**src/rtl/led_share_sched.sv**
```systemverilog
// Round-robin time-slot scheduler sharing one RGB LED between NREQ requesters.
// Each owner shows its latched colour as PWM for a fixed slot; a dark gap separates different owners.
module led_share_sched #(
   parameter int unsigned NREQ        = 2,
   parameter int unsigned PWM_BITS    = 8,
   parameter int unsigned SLOT_CYCLES = 4800000,
   parameter int unsigned GAP_CYCLES  = 480000
) (
   input  logic                       clk,
   input  logic                       rst,
   input  logic [NREQ-1:0]            req,
   input  logic [NREQ*3*PWM_BITS-1:0] colour,
   output logic [NREQ-1:0]            grant,
   output logic                       red_pwm,
   output logic                       green_pwm,
   output logic                       blue_pwm,
   output logic                       busy
);
   localparam int unsigned CMAX = (SLOT_CYCLES > GAP_CYCLES) ? SLOT_CYCLES : GAP_CYCLES;
   localparam int unsigned CW   = $clog2(CMAX + 1);
   localparam int unsigned IW   = (NREQ > 1) ? $clog2(NREQ) : 1;
   localparam int unsigned DW   = 3 * PWM_BITS;

   typedef enum logic [1:0] {IDLE, SHOW, GAP} state_t;

   state_t              state, nstate;
   logic [CW-1:0]       cnt, ncnt;
   logic [PWM_BITS-1:0] p, pn;
   logic [DW-1:0]       duty, nduty;
   logic [IW-1:0]       last_owner, win;
   logic                found, load, owner_req, others;
   int unsigned         idx;

   // Search starts just after the last owner, so a requesting index is never skipped.
   always_comb begin
      found = 1'b0;
      win   = '0;
      idx   = 0;
      for (int unsigned i = 0; i < NREQ; i++) begin
         idx = (32'(last_owner) + 32'd1 + i) % NREQ;
         if (!found && req[IW'(idx)]) begin
            found = 1'b1;
            win   = IW'(idx);
         end
      end
   end

   assign owner_req = |(req & grant);
   assign others    = |(req & ~grant);

   always_comb begin
      nstate = state;
      ncnt   = cnt + 1'b1;
      load   = 1'b0;
      case (state)
         IDLE: begin
            ncnt = '0;
            if (found) begin
               nstate = SHOW;
               load   = 1'b1;
            end
         end
         SHOW: begin
            if (!owner_req || cnt == CW'(SLOT_CYCLES - 1)) begin
               ncnt = '0;
               if (others)         nstate = GAP;
               else if (owner_req) load   = 1'b1;  // sole requester: back-to-back slot, colour re-latched
               else                nstate = IDLE;
            end
         end
         GAP: begin
            if (cnt == CW'(GAP_CYCLES - 1)) begin
               ncnt = '0;
               if (found) begin
                  nstate = SHOW;
                  load   = 1'b1;
               end else begin
                  nstate = IDLE;
               end
            end
         end
         default: begin
            nstate = IDLE;
            ncnt   = '0;
         end
      endcase
   end

   assign pn    = p + 1'b1;
   assign nduty = load ? colour[win*DW +: DW] : duty;

   // Outputs are computed from next-cycle values so PWM and grant line up with the state they belong to.
   always_ff @(posedge clk) begin
      if (rst) begin
         state      <= IDLE;
         cnt        <= '0;
         p          <= '0;
         duty       <= '0;
         last_owner <= IW'(NREQ - 1);
         grant      <= '0;
         busy       <= 1'b0;
         red_pwm    <= 1'b0;
         green_pwm  <= 1'b0;
         blue_pwm   <= 1'b0;
      end else begin
         state <= nstate;
         cnt   <= ncnt;
         p     <= pn;
         duty  <= nduty;
         if (load) last_owner <= win;
         if (nstate == SHOW) grant <= load ? (NREQ'(1) << win) : grant;
         else                grant <= '0;
         busy      <= (nstate != IDLE);
         red_pwm   <= (nstate == SHOW) && (pn < nduty[2*PWM_BITS +: PWM_BITS]);
         green_pwm <= (nstate == SHOW) && (pn < nduty[PWM_BITS +: PWM_BITS]);
         blue_pwm  <= (nstate == SHOW) && (pn < nduty[0 +: PWM_BITS]);
      end
   end
endmodule
```
**config.mk**
```make
export PLATFORM = sky130hd
export DESIGN_NAME = led_share_sched
export DESIGN_NICKNAME = d
export VERILOG_FILES = /design/src/rtl/led_share_sched.sv
export SDC_FILE = /design/constraint.sdc
export NUM_CORES = 1
export LEC_CHECK = 0
export ABC_AREA = 0
export CAP_MARGIN = 20
export CORE_MARGIN = 5
export CORE_UTILIZATION = 35
export CTS_BUF_LIST = sky130_fd_sc_hd__clkbuf_8
export DETAILED_ROUTE_END_ITERATION = 10
export PLACE_DENSITY_LB_ADDON = 0.3
export SLEW_MARGIN = 20
export SYNTH_ARGS = -nofsm -noshare
export SYNTH_HDL_FRONTEND = slang
export SYNTH_SLANG_ARGS = --single-unit
```
**constraint.sdc**
```tcl
create_clock -name clk -period 8.8 [get_ports clk]
set_input_delay 0.88 -clock clk [delete_from_list [all_inputs] [get_ports clk]]
set_output_delay 0.88 -clock clk [all_outputs]
set_load 0.01 [all_outputs]
```
==> results of run 1 <==
[Yosys cell counts (all sizes together) (7+ instances only)]
cell type,instances,area [µm²]
inv,10,37.5
xor2,16,140
dfxtp,64,1280
mux2i,24,255
ha,27,338
nor2,59,221
nand2,14,52.6
mux2,22,248
nand3,13,65.1
xnor2,11,96.3
nand4,7,43.8
nor2b,10,62.6
and3,7,48.8
a21oi,8,43.8
clkbuf,7,26.3
[stage by stage]
stage	util	instance area, µm²	hold slack, ps	worst slack, ps
floorplan	-	3520	430	5500
global placement	0.430	4200	441	4490
detailed placement	0.430	4200	463	4370
CTS	0.447	4370	480	4710
global route	0.447	4370	515	4510
finish	0.447	4370	475	4710
[power by group through the flow]
stage	logic (µW)	registers, µW	clock network, µW
floorplan	271	362	0
global placement	359	365	0
detailed placement	366	366	0
CTS	368	359	222
global route	406	364	234
finish	363	358	215
[sequential cells by signal, indices dropped and copies added (netlist names), 2 cells and up]
signal  cells
grant       2
state       2
p           8
cnt        23
duty       24
[final cells by class]
cell class,instances,area [µm²]
multi-input combinational,280,2130
fill,960,5410
inverter,10,37.5
timing repair buffer,59,586
clock inverter,6,28.8
sequential,64,1280
tap,133,166
clock buffer,10,138
[kinds of logic (layout without fill, tap and decap cells)]
group,Yosys count,after routing,synth area share
DFF,64,64,0.364
buffers and inverters,23,85,0.0303
xor gates and xnor gates,27,27,0.0673
and+or+nand+nor,134,134,0.197
AOI/OAI and AO/OA,46,46,0.102
muxes,46,46,0.143
adders and majority gates,27,27,0.0961
[path summary, 6_finish.rpt]
kind	end	cells past startpoint	slack, ps	start
setup / recovery	green_pwm	10	4710	req[0]
hold / removal	cnt[0]	1	470	cnt[0]
setup reg to reg	green_pwm	11	5190	state[0]
hold reg to reg	cnt[0]	1	470	cnt[0]
[routing by layer]
metal	track usage	part of all wire	vias up
li1	-	-	1414
met1	0.170	0.47	1303
met2	0.222	0.46	51
met3	0.0466	0.055	11
met4	0.0449	0.017	0
met5	0	0	-
==> results.md, run 1 <==
- Outcome: completed
- Post-CTS setup repair buffer count: 0
- Hold buffer count at CTS: 0
- Area of the mapped netlist: approximately 3500 µm²
- RSZ-0062 raised after global routing: false
- Worst-margin pin slew: roughly 1000 ps
- First-pass GRT wire length: 12.8 mm
- DRT iter0 DRCs: 66
- CTS Buffer Depth: 2
- Reg power frac: 0.383
- Synth warn: 0
- Vias per Instance: 4.94
- Total GRT Usage: 0.137
- CP Cell Sequence: clkdlybuf4s50_1, o21a_1, and4_1, a22o_2, o21bai_4, mux2i_1, ha_1, a211o_1, o41ai_1, o2111a_1
- Final nets: 503
- Antenna viol nets, final: 0
- Most common cell after layout, fill and taps aside: dfxtp_1
- Max-cap viol count: 0
- Clock latency at the later pin of the worst-skew pair: 340 ps
- CTS sink cnt: 64
- Main flop type after synthesis: dfxtp_1
- Layout area overhead: 24.3%
- Max Clk Rate: ~240 MHz
- Sequential share of the synthesized area: 0.364
- Netlist cell types: 54
- Leading cell types in the layout, fill and taps excluded: dfxtp_1, nor2_1, clkdlybuf4s50_1
- Die Height: ~110 µm
- Switching Share: 0.338
- CTS tree: yes
- Post-Route Setup TNS: 0 ps
- WL/cell: approximately 14 µm
- Die X: approximately 110 µm
- Slowest-stage cell, CP: o21bai_4
- Final period util: 0.464
- Ant diodes: 0
- Cell Count Post-Placement: 546
- H-tree levels: 3
- DRT Pass-1 Iters: 5
- Hold Violations, Final: 0
- Via count: between 2000 and 3000
- Mapped Cells: 367
- Worst Path Buf+Inv: 1
- CP Class: primary input to register
- Synthesized net count: roughly 450
- Crit path launch type: primary input
- PostCTS Resize Cnt: 0
- Power, Total: between 900 and 1000 µW
- Share of post-route cells with drive strength above 1: 0.119
- Static Leak: 0.00175 µW
- Slew HR: 0.311
- I/O pin cnt: a little under 60
- Via count of the first global-routing pass: about 2700
- Placer Congestion: about 0.82
- Die area: about 12000 µm²
- Count of state elements after synthesis: 64
- Initial antenna violation count: 0
- Core area: between 9000 and 10000 µm²
- Int Pwr: a little over 600 µW
- Starting Density: 0.360
- Crit Path Max Fanout: 30
- Synth async-reset ratio: 0
- Gate power share: 0.388
- Routed WL: a little under 8 mm
- Clk pwr share: 0.229
- Setup Viol. Count Final: 0
- Crit path largest cell delay: about 820 ps
- HP Class: register to register
- Total CTS buffers: 9
- Clock skew: around 8 ps
- Fin. max-slew vios: 0
- Port buffer count: 57
- Post-Syn Area per Cell: about 9.6 µm²
- FP Rows: 36
- CTS clock-pin slew for the worst setup and hold paths: 70 ps
- Fin cells: between 500 and 600
- Post-detail-place hpwl: 6.04 mm
- Cell Pwr Density: between 200 and 250 nW/µm²
- Sw Pwr: between 300 and 400 µW
- Total grt overflow: 0
- Tmin final: ~4100 ps
- Post-synth EDFFs: 0
- Largest net degree at the start of global routing: 36
- Crit. End Element: register
- Critical path arrival: 4360 ps
- Family with the most delay on the worst path: compound AO/OA/AOI/OAI gates
- Max VDD drop: between 100 and 150 µV
- Clock root cell: clkbuf_8
- Residual DRC: 0
- Crit path required time: a little over 9000 ps
Power figures use the tool's default switching activity.
==> run 2: changes to the inputs <==
==> constraint.sdc (replaced) <==
create_clock -name clk -period 3.7 [get_ports clk]
set_input_delay 0.37 -clock clk [delete_from_list [all_inputs] [get_ports clk]]
set_output_delay 0.37 -clock clk [all_outputs]
set_load 0.01 [all_outputs]
==> run 2 against run 1 <==
Compared with the run above:
- highest routed layer unchanged
- cell count did not move
- final area rose by 0.89%
- utilization rose by 0.40 points
- global-route usage fell by 0.35 points
- non-clock buffer count rose by 1
- critical path type is now register to register
- critical path depth rose by 2
- wire length fell by 0.79%
- count of clock-buffer cells in the layout rose by 1
- worst hold slack improved by 6.6 ps
- largest power group unchanged
==> results.md, run 2 (synthesis gave the netlist of run 1 again) <==
- Int Pwr: 1520 µW (was 620 µW)
- CP Class: register to register (was primary input to register)
- Final period util: 0.841
- Vias per Instance: 4.95 (was 4.94)
- Die Height: 110 µm (unchanged)
- Routed WL: 7.80 mm (was 7.87 mm)
- Clock root cell: clkbuf_8 (unchanged)
- Fin. max-slew vios: 0 (unchanged)
- Crit path largest cell delay: 380 ps (was 820 ps)
- Worst-margin pin slew: 858 ps (was 1030 ps)
- Starting Density: 0.360 (unchanged)
- Most common cell after layout, fill and taps aside: dfxtp_1 (unchanged)
- Largest net degree at the start of global routing: 36 (unchanged)
- Post-Route Setup TNS: 0 ps (unchanged)
- Cell Pwr Density: 517 nW/µm² (was 214 nW/µm²)
- Reg-to-reg setup timing slack: 590 ps (was 5190 ps)
- Hold buffer count at CTS: 0 (unchanged)
- Hold Violations, Final: 0 (unchanged)
- FP Rows: 36 (unchanged)
- Crit path required time: 3980 ps (was 9080 ps)
- Cell mode on critical path: ha_1
- Total GRT Usage: 0.133 (was 0.137)
- Sw Pwr: 761 µW (was 316 µW)
- Outcome: completed (unchanged)
- Total grt overflow: 0 (unchanged)
- Crit. End Element: register (unchanged)
- CTS Buffer Depth: 2 (unchanged)
- Fin cells: 562 (unchanged)
- Max-cap viol count: 0 (unchanged)
- Gate power share: 0.394 (was 0.388)
- DRT iter0 DRCs: 115 (was 66)
- Top Registers: duty (24), cnt (23), p (8) (unchanged)
- DRT Pass-1 Iters: 4 (was 5)
- Dpl ws: 280 ps (was 4370 ps)
- Crit Path Max Fanout: 30 (unchanged)
- Max Clk Rate: 322 MHz
- Static Leak: 0.00176 µW (was 0.00175 µW)
- Hold Slack: 481 ps (was 475 ps)
- First-pass GRT wire length: 12.7 mm (was 12.8 mm)
- Post-CTS setup repair buffer count: 0 (unchanged)
- Fillers: 968 (was 960)
- CTS tree: yes (unchanged)
- CP Cell Sequence: inv_1, ha_1, o21a_1, and4_1, a22o_2, o21bai_4, buf_12, mux2i_1, ha_1, a211o_1, o41ai_1, o2111a_1 (was clkdlybuf4s50_1, o21a_1, and4_1, a22o_2, o21bai_4, mux2i_1, ha_1, a211o_1, o41ai_1, o2111a_1)
- Residual DRC: 0 (unchanged)
- Slew HR: 0.426 (was 0.311)
- Layout area overhead: 25.4% (was 24.3%)
- Tmin final: about 3100 ps
- Slowest-stage cell, CP: dfxtp_1 (was o21bai_4)
- Total CTS buffers: 9 (unchanged)
- Setup Viol. Count Final: 0 (unchanged)
- Core area: 9770 µm² (unchanged)
- RSZ-0062 raised after global routing: false (unchanged)
- Port buffer count: 57 (unchanged)
- H-tree levels: 3 (unchanged)
- Antenna viol nets, final: 0 (unchanged)
- Via count: 2783 (was 2779)
- Post-detail-place hpwl: 5.92 mm (was 6.04 mm)
- Worst setup margin: 590 ps (was 4710 ps)
- Critical path arrival: 3390 ps (was 4360 ps)
- Reg power frac: 0.374 (was 0.383)
- Crit path launch type: register (was primary input)
- Die area: 12100 µm² (unchanged)
- HP Class: register to register (unchanged)
- WL/cell: 13.9 µm (was 14.0 µm)
- Clock skew: 7.38 ps (was 8.24 ps)
- Share of post-route cells with drive strength above 1: 0.124 (was 0.119)
- Die X: 110 µm (unchanged)
- I/O pin cnt: 58 (unchanged)
- Final nets: 504 (was 503)
- Top reg by flops: duty (unchanged)
- Clk pwr share: 0.232 (was 0.229)
- Ant diodes: 0 (unchanged)
- Placer Congestion: 0.802 (was 0.823)
- Switching Share: 0.334 (was 0.338)
- Max reg flops: 24 (unchanged)
- CTS sink cnt: 64 (unchanged)
- Via count of the first global-routing pass: 2758 (was 2705)
- Leading cell types in the layout, fill and taps excluded: dfxtp_1, nor2_1, clkdlybuf4s50_1 (unchanged)
- CTS clock-pin slew for the worst setup and hold paths: 70 ps (about the same)
- PostCTS Resize Cnt: 0 (unchanged)
- Initial antenna violation count: 0 (unchanged)
- Clock latency at the later pin of the worst-skew pair: 330 ps (was 340 ps)
- Max VDD drop: 316 µV (was 106 µV)
- Cell Count Post-Placement: 547 (was 546)
## run 2: cell count changes in the layout (fill, tap and decap cells not counted)
cell,before,now
buf_12,0,2
buf_4,2,1
clkbuf_8,10,11
inv_1,13,11
## run 2: layer usage
layer  vias up  wire, µm  global-route usage
li1       1413         -                   -
met1      1282      3580               0.166
met2        69      3650               0.223
met3        19       448              0.0384
met4         0       123              0.0387
met5         -         0                   0
## run 2: cell type report
class | instances | area (µm²) | area share
Multi-Input combinational cell | 280 | 2130 | 0.484
Sequential cell | 64 | 1280 | 0.291
Timing Repair Buffer | 60 | 618 | 0.140
Tap cell | 133 | 166 | 0.0378
Clock buffer | 11 | 151 | 0.0343
Inverter | 10 | 37.5 | 0.00852
Clock inverter | 4 | 21.3 | 0.00483
## run 2: power by group through the flow
| stage | Combinational (µW) | Sequential [µW] | Clock [µW] |
|---|---|---|---|
| floorplan | 645 | 862 | 0 |
| global placement | 882 | 867 | 0 |
| detailed placement | 899 | 870 | 0 |
| CTS | 905 | 854 | 544 |
| global route | 999 | 864 | 575 |
| finish | 897 | 853 | 529 |
## run 2: path summary, 6_finish.rpt
kind	startpoint	to	cells after the start
setup / recovery	state[0]	blue_pwm	12
hold / removal	cnt[0]	cnt[0]	1
setup reg to reg	state[0]	blue_pwm	12
hold reg to reg	cnt[0]	cnt[0]	1
## run 2: through the flow
stage	instance area (µm²)	power (µW)	util
2_1_floorplan	3520	1510	-
3_3_place_gp	4240	1750	0.433
3_5_place_dp	4240	1770	0.433
4_1_cts	4410	2300	0.451
5_1_grt	4410	2440	0.451
6_report	4410	2280	0.451
## run 2: critical path, delay by kind of cell, from the launching register on
family                   cells  cell delay [ps]
multiplexers                 1              270
AND/OR/NAND/NOR              1              210
adder cells (fa/ha/maj)      2              500
AO/OA/AOI/OAI                6             1360
flip-flops                   1              380
buffers and inverters        2              310
==> run 3: changes to the inputs <==
==> constraint.sdc (replaced) <==
create_clock -name clk -period 2.7 [get_ports clk]
set_input_delay 0.27 -clock clk [delete_from_list [all_inputs] [get_ports clk]]
set_output_delay 0.27 -clock clk [all_outputs]
set_load 0.01 [all_outputs]
==> run 3 against run 2 <==
Compared with the run above:
- the flow now finishes with violations (setup timing)
- first-iteration DRC count is 23% lower
- non-clock buffer count is 54 higher
- worst hold slack better by 27 ps
- wire length is 15% higher
- count of clock-buffer cells in the layout is 1 lower
- final area is 16% higher
- sequential cell count stayed put
- register-to-register slack worse by 810 ps
- die area stayed put
- via count is 8.8% higher
==> results.md, run 3 (synthesis gave the netlist of run 1 again) <==
- Outcome: finished, violations left (was completed)
- Failing checks: setup timing
- Clk pwr share: 0.243 (was 0.232)
- CTS Buffer Depth: 2 (unchanged)
- Reg power frac: 0.301 (was 0.374)
- Die Height: 110 µm (unchanged)
- Clock skew: 7.80 ps (was 7.38 ps)
- Crit path launch type: register (unchanged)
- DRT iter0 DRCs: 88 (was 115)
- Most common cell after layout, fill and taps aside: dfxtp_1 (unchanged)
- First-pass GRT wire length: 14.2 mm (was 12.7 mm)
- Worst setup margin: -223 ps (was 590 ps)
- Worst Reg2Reg Path Length in Cells: 12 (unchanged)
- FP Rows: 36 (unchanged)
- Slew HR: 0.587 (was 0.426)
- Post-detail-place hpwl: 6.53 mm (was 5.92 mm)
- Total grt overflow: 0 (unchanged)
- Final period util: 1.08 (was 0.841)
- Via count: 3029 (was 2783)
- Worst Path Buf+Inv: 2 (unchanged)
- Via count of the first global-routing pass: 3062 (was 2758)
- Critical path arrival: 3150 ps (was 3390 ps)
- Crit path largest cell delay: 540 ps (was 380 ps)
- Tmin final: 2920 ps (was 3110 ps)
- Gate power share: 0.456 (was 0.394)
- Max VDD drop: 371 µV (was 316 µV)
- Ant diodes: 0 (unchanged)
- Max reg flops: 24 (unchanged)
- Antenna viol nets, final: 0 (unchanged)
- CP Cell Sequence: or4b_4, nor3_4, and3_4, o21bai_4, buf_6, clkbuf_16, mux2i_1, ha_1, nand4_1, nor2_1, o41ai_2, o2111a_1 (was inv_1, ha_1, o21a_1, and4_1, a22o_2, o21bai_4, buf_12, mux2i_1, ha_1, a211o_1, o41ai_1, o2111a_1)
- Switching Share: 0.324 (was 0.334)
- Reg-to-Reg End: green_pwm (was blue_pwm)
- Fin. max-slew vios: 0 (unchanged)
- Clock latency at the later pin of the worst-skew pair: 340 ps (was 330 ps)
- Placer Congestion: 0.820 (was 0.802)
- Clock root cell: clkbuf_8 (unchanged)
- HP Class: register to register (unchanged)
- Post-place instance area: 4610 µm² (was 4240 µm²)
- Vias per Instance: 4.91 (was 4.95)
- Reg-to-reg setup timing slack: -220 ps (was 590 ps)
- CTS clock-pin slew for the worst setup and hold paths: 80 ps (was 70 ps)
- Total CTS buffers: 9 (unchanged)
- FF-to-FF Start: cnt[15] (was state[0])
- Residual DRC: 0 (unchanged)
- H-tree levels: 3 (unchanged)
- Port buffer count: 57 (unchanged)
- Family with the most delay on the worst path: simple AND/OR/NAND/NOR gates (was compound AO/OA/AOI/OAI gates)
- Hold Path Depth: 2 (was 1)
- Top reg by flops: duty (unchanged)
- HP Start: duty[2] (was cnt[0])
- Finished Cell Area: 5100 µm² (was 4410 µm²)
- Share of post-route cells with drive strength above 1: 0.277 (was 0.124)
- Largest net degree at the start of global routing: 34 (was 36)
- Crit path required time: 2930 ps (was 3980 ps)
- Slowest-stage cell, CP: or4b_4 (was dfxtp_1)
- CP Class: register to register (unchanged)
- Leading cell types in the layout, fill and taps excluded: dfxtp_1, nor2_1, clkdlybuf4s50_1 (unchanged)
- Core area: 9770 µm² (unchanged)
- Routed WL: 8.94 mm (was 7.80 mm)
- Hold Violations, Final: 0 (unchanged)
- RSZ-0062 raised after global routing: true (was false)
- Cell Pwr Density: 764 nW/µm² (was 517 nW/µm²)
- Max Clk Rate: 342 MHz (was 322 MHz)
- Hold Crit Endpoint: duty[2] (was cnt[0])
- Hold buffer count at CTS: 0 (unchanged)
- Max-cap viol count: 0 (unchanged)
- I/O pin cnt: 58 (unchanged)
- Layout area overhead: 45.1% (was 25.4%)
- Hold Slack: 509 ps (was 481 ps)
- Die X: 110 µm (unchanged)
- Worst-margin pin slew: 615 ps (was 858 ps)
- CTS tree: yes (unchanged)
- Sw Pwr: 1260 µW (was 761 µW)
- Total GRT Usage: 0.150 (was 0.133)
- Crit. End Element: register (unchanged)
- DRT Pass-1 Iters: 4 (unchanged)
- WL/cell: 14.5 µm (was 13.9 µm)
- Setup Viol. Count Final: 3 (was 0)
- CTS sink cnt: 64 (unchanged)
- Starting Density: 0.360 (unchanged)
- Top Registers: duty (24), cnt (23), p (8) (unchanged)
- Crit Path Max Fanout: 6 (was 30)
- Int Pwr: 2640 µW (was 1520 µW)
- Die area: 12100 µm² (unchanged)
- Static Leak: 0.00208 µW (was 0.00176 µW)
- Initial antenna violation count: 0 (unchanged)
- Final nets: 558 (was 504)
[run 3: cell types whose count changed in the layout (fill, tap and decap cells not counted), sizes merged]
cell | before | now
buf | 3 | 56
bufinv | 0 | 2
clkinv | 2 | 0
clkinvlp | 1 | 3
[run 3: repair_timing]
item	4_1_cts	5_1_grt
setup buffers	1	3
pin swaps	5	8
gates cloned	0	1
endpoints found under the setup margin	3	3
gates resized for setup	10	30
[run 3: cell type report]
type	count	area, µm²
inverter	10	37.5
tap	133	166
sequential	64	1280
clock inverter	6	91.3
timing repair buffer	114	1060
clock buffer	10	138
multi-input combinational	280	2320
fill	899	4670
[run 3: power groups by stage]
stage               clock, µW  sequential (µW)  combinational, µW
floorplan                   0             1180                900
global placement            0             1180               1410
detailed placement          0             1180               1450
CTS                       967             1160               1500
global route             1020             1190               1940
finish                    948             1180               1780
[run 3: metrics by stage]
step           worst slack [ps]  power [µW]  utilization  instances  setup TNS (ps)
3_3_place_gp               -443        2590        0.472        596           -1210
2_1_floorplan              -134        2080            -        367            -282
3_5_place_dp               -530        2630        0.472        596           -1420
6_report                   -223        3900        0.522        617            -568
4_1_cts                    -191        3630        0.499        613            -524
5_1_grt                    -321        4150        0.522        617            -925
[run 3: worst max-delay path by stage]
stage / slack [ps] / from / endpoint / cells past startpoint
floorplan: -130 / cnt[15] / green_pwm / 11
global placement: -440 / req[0] / red_pwm / 12
detailed placement: -530 / req[0] / red_pwm / 12
CTS: -190 / cnt[14] / green_pwm / 10
global route: -320 / cnt[15] / green_pwm / 12
finish: -220 / cnt[15] / green_pwm / 12
[run 3: worst reg2reg max path, cell delays in order, from the launching register on]
cell,delay [ps]
dfxtp_2,320
or4b_4,540
nor3_4,230
and3_4,250
o21bai_4,90
buf_6,140
clkbuf_16,140
mux2i_1,140
ha_1,320
nand4_1,130
nor2_1,160
o41ai_2,90
o2111a_1,260
[run 3: metal layers]
layer  track usage  wire, µm  part of all wire  up-vias
met1         0.193      4080              0.46     1426
met4        0.0440       107             0.012        0
met5             0         0                 0        -
li1              -         -                 -     1530
met2         0.249      4280              0.48       63
met3        0.0402       478             0.053       10
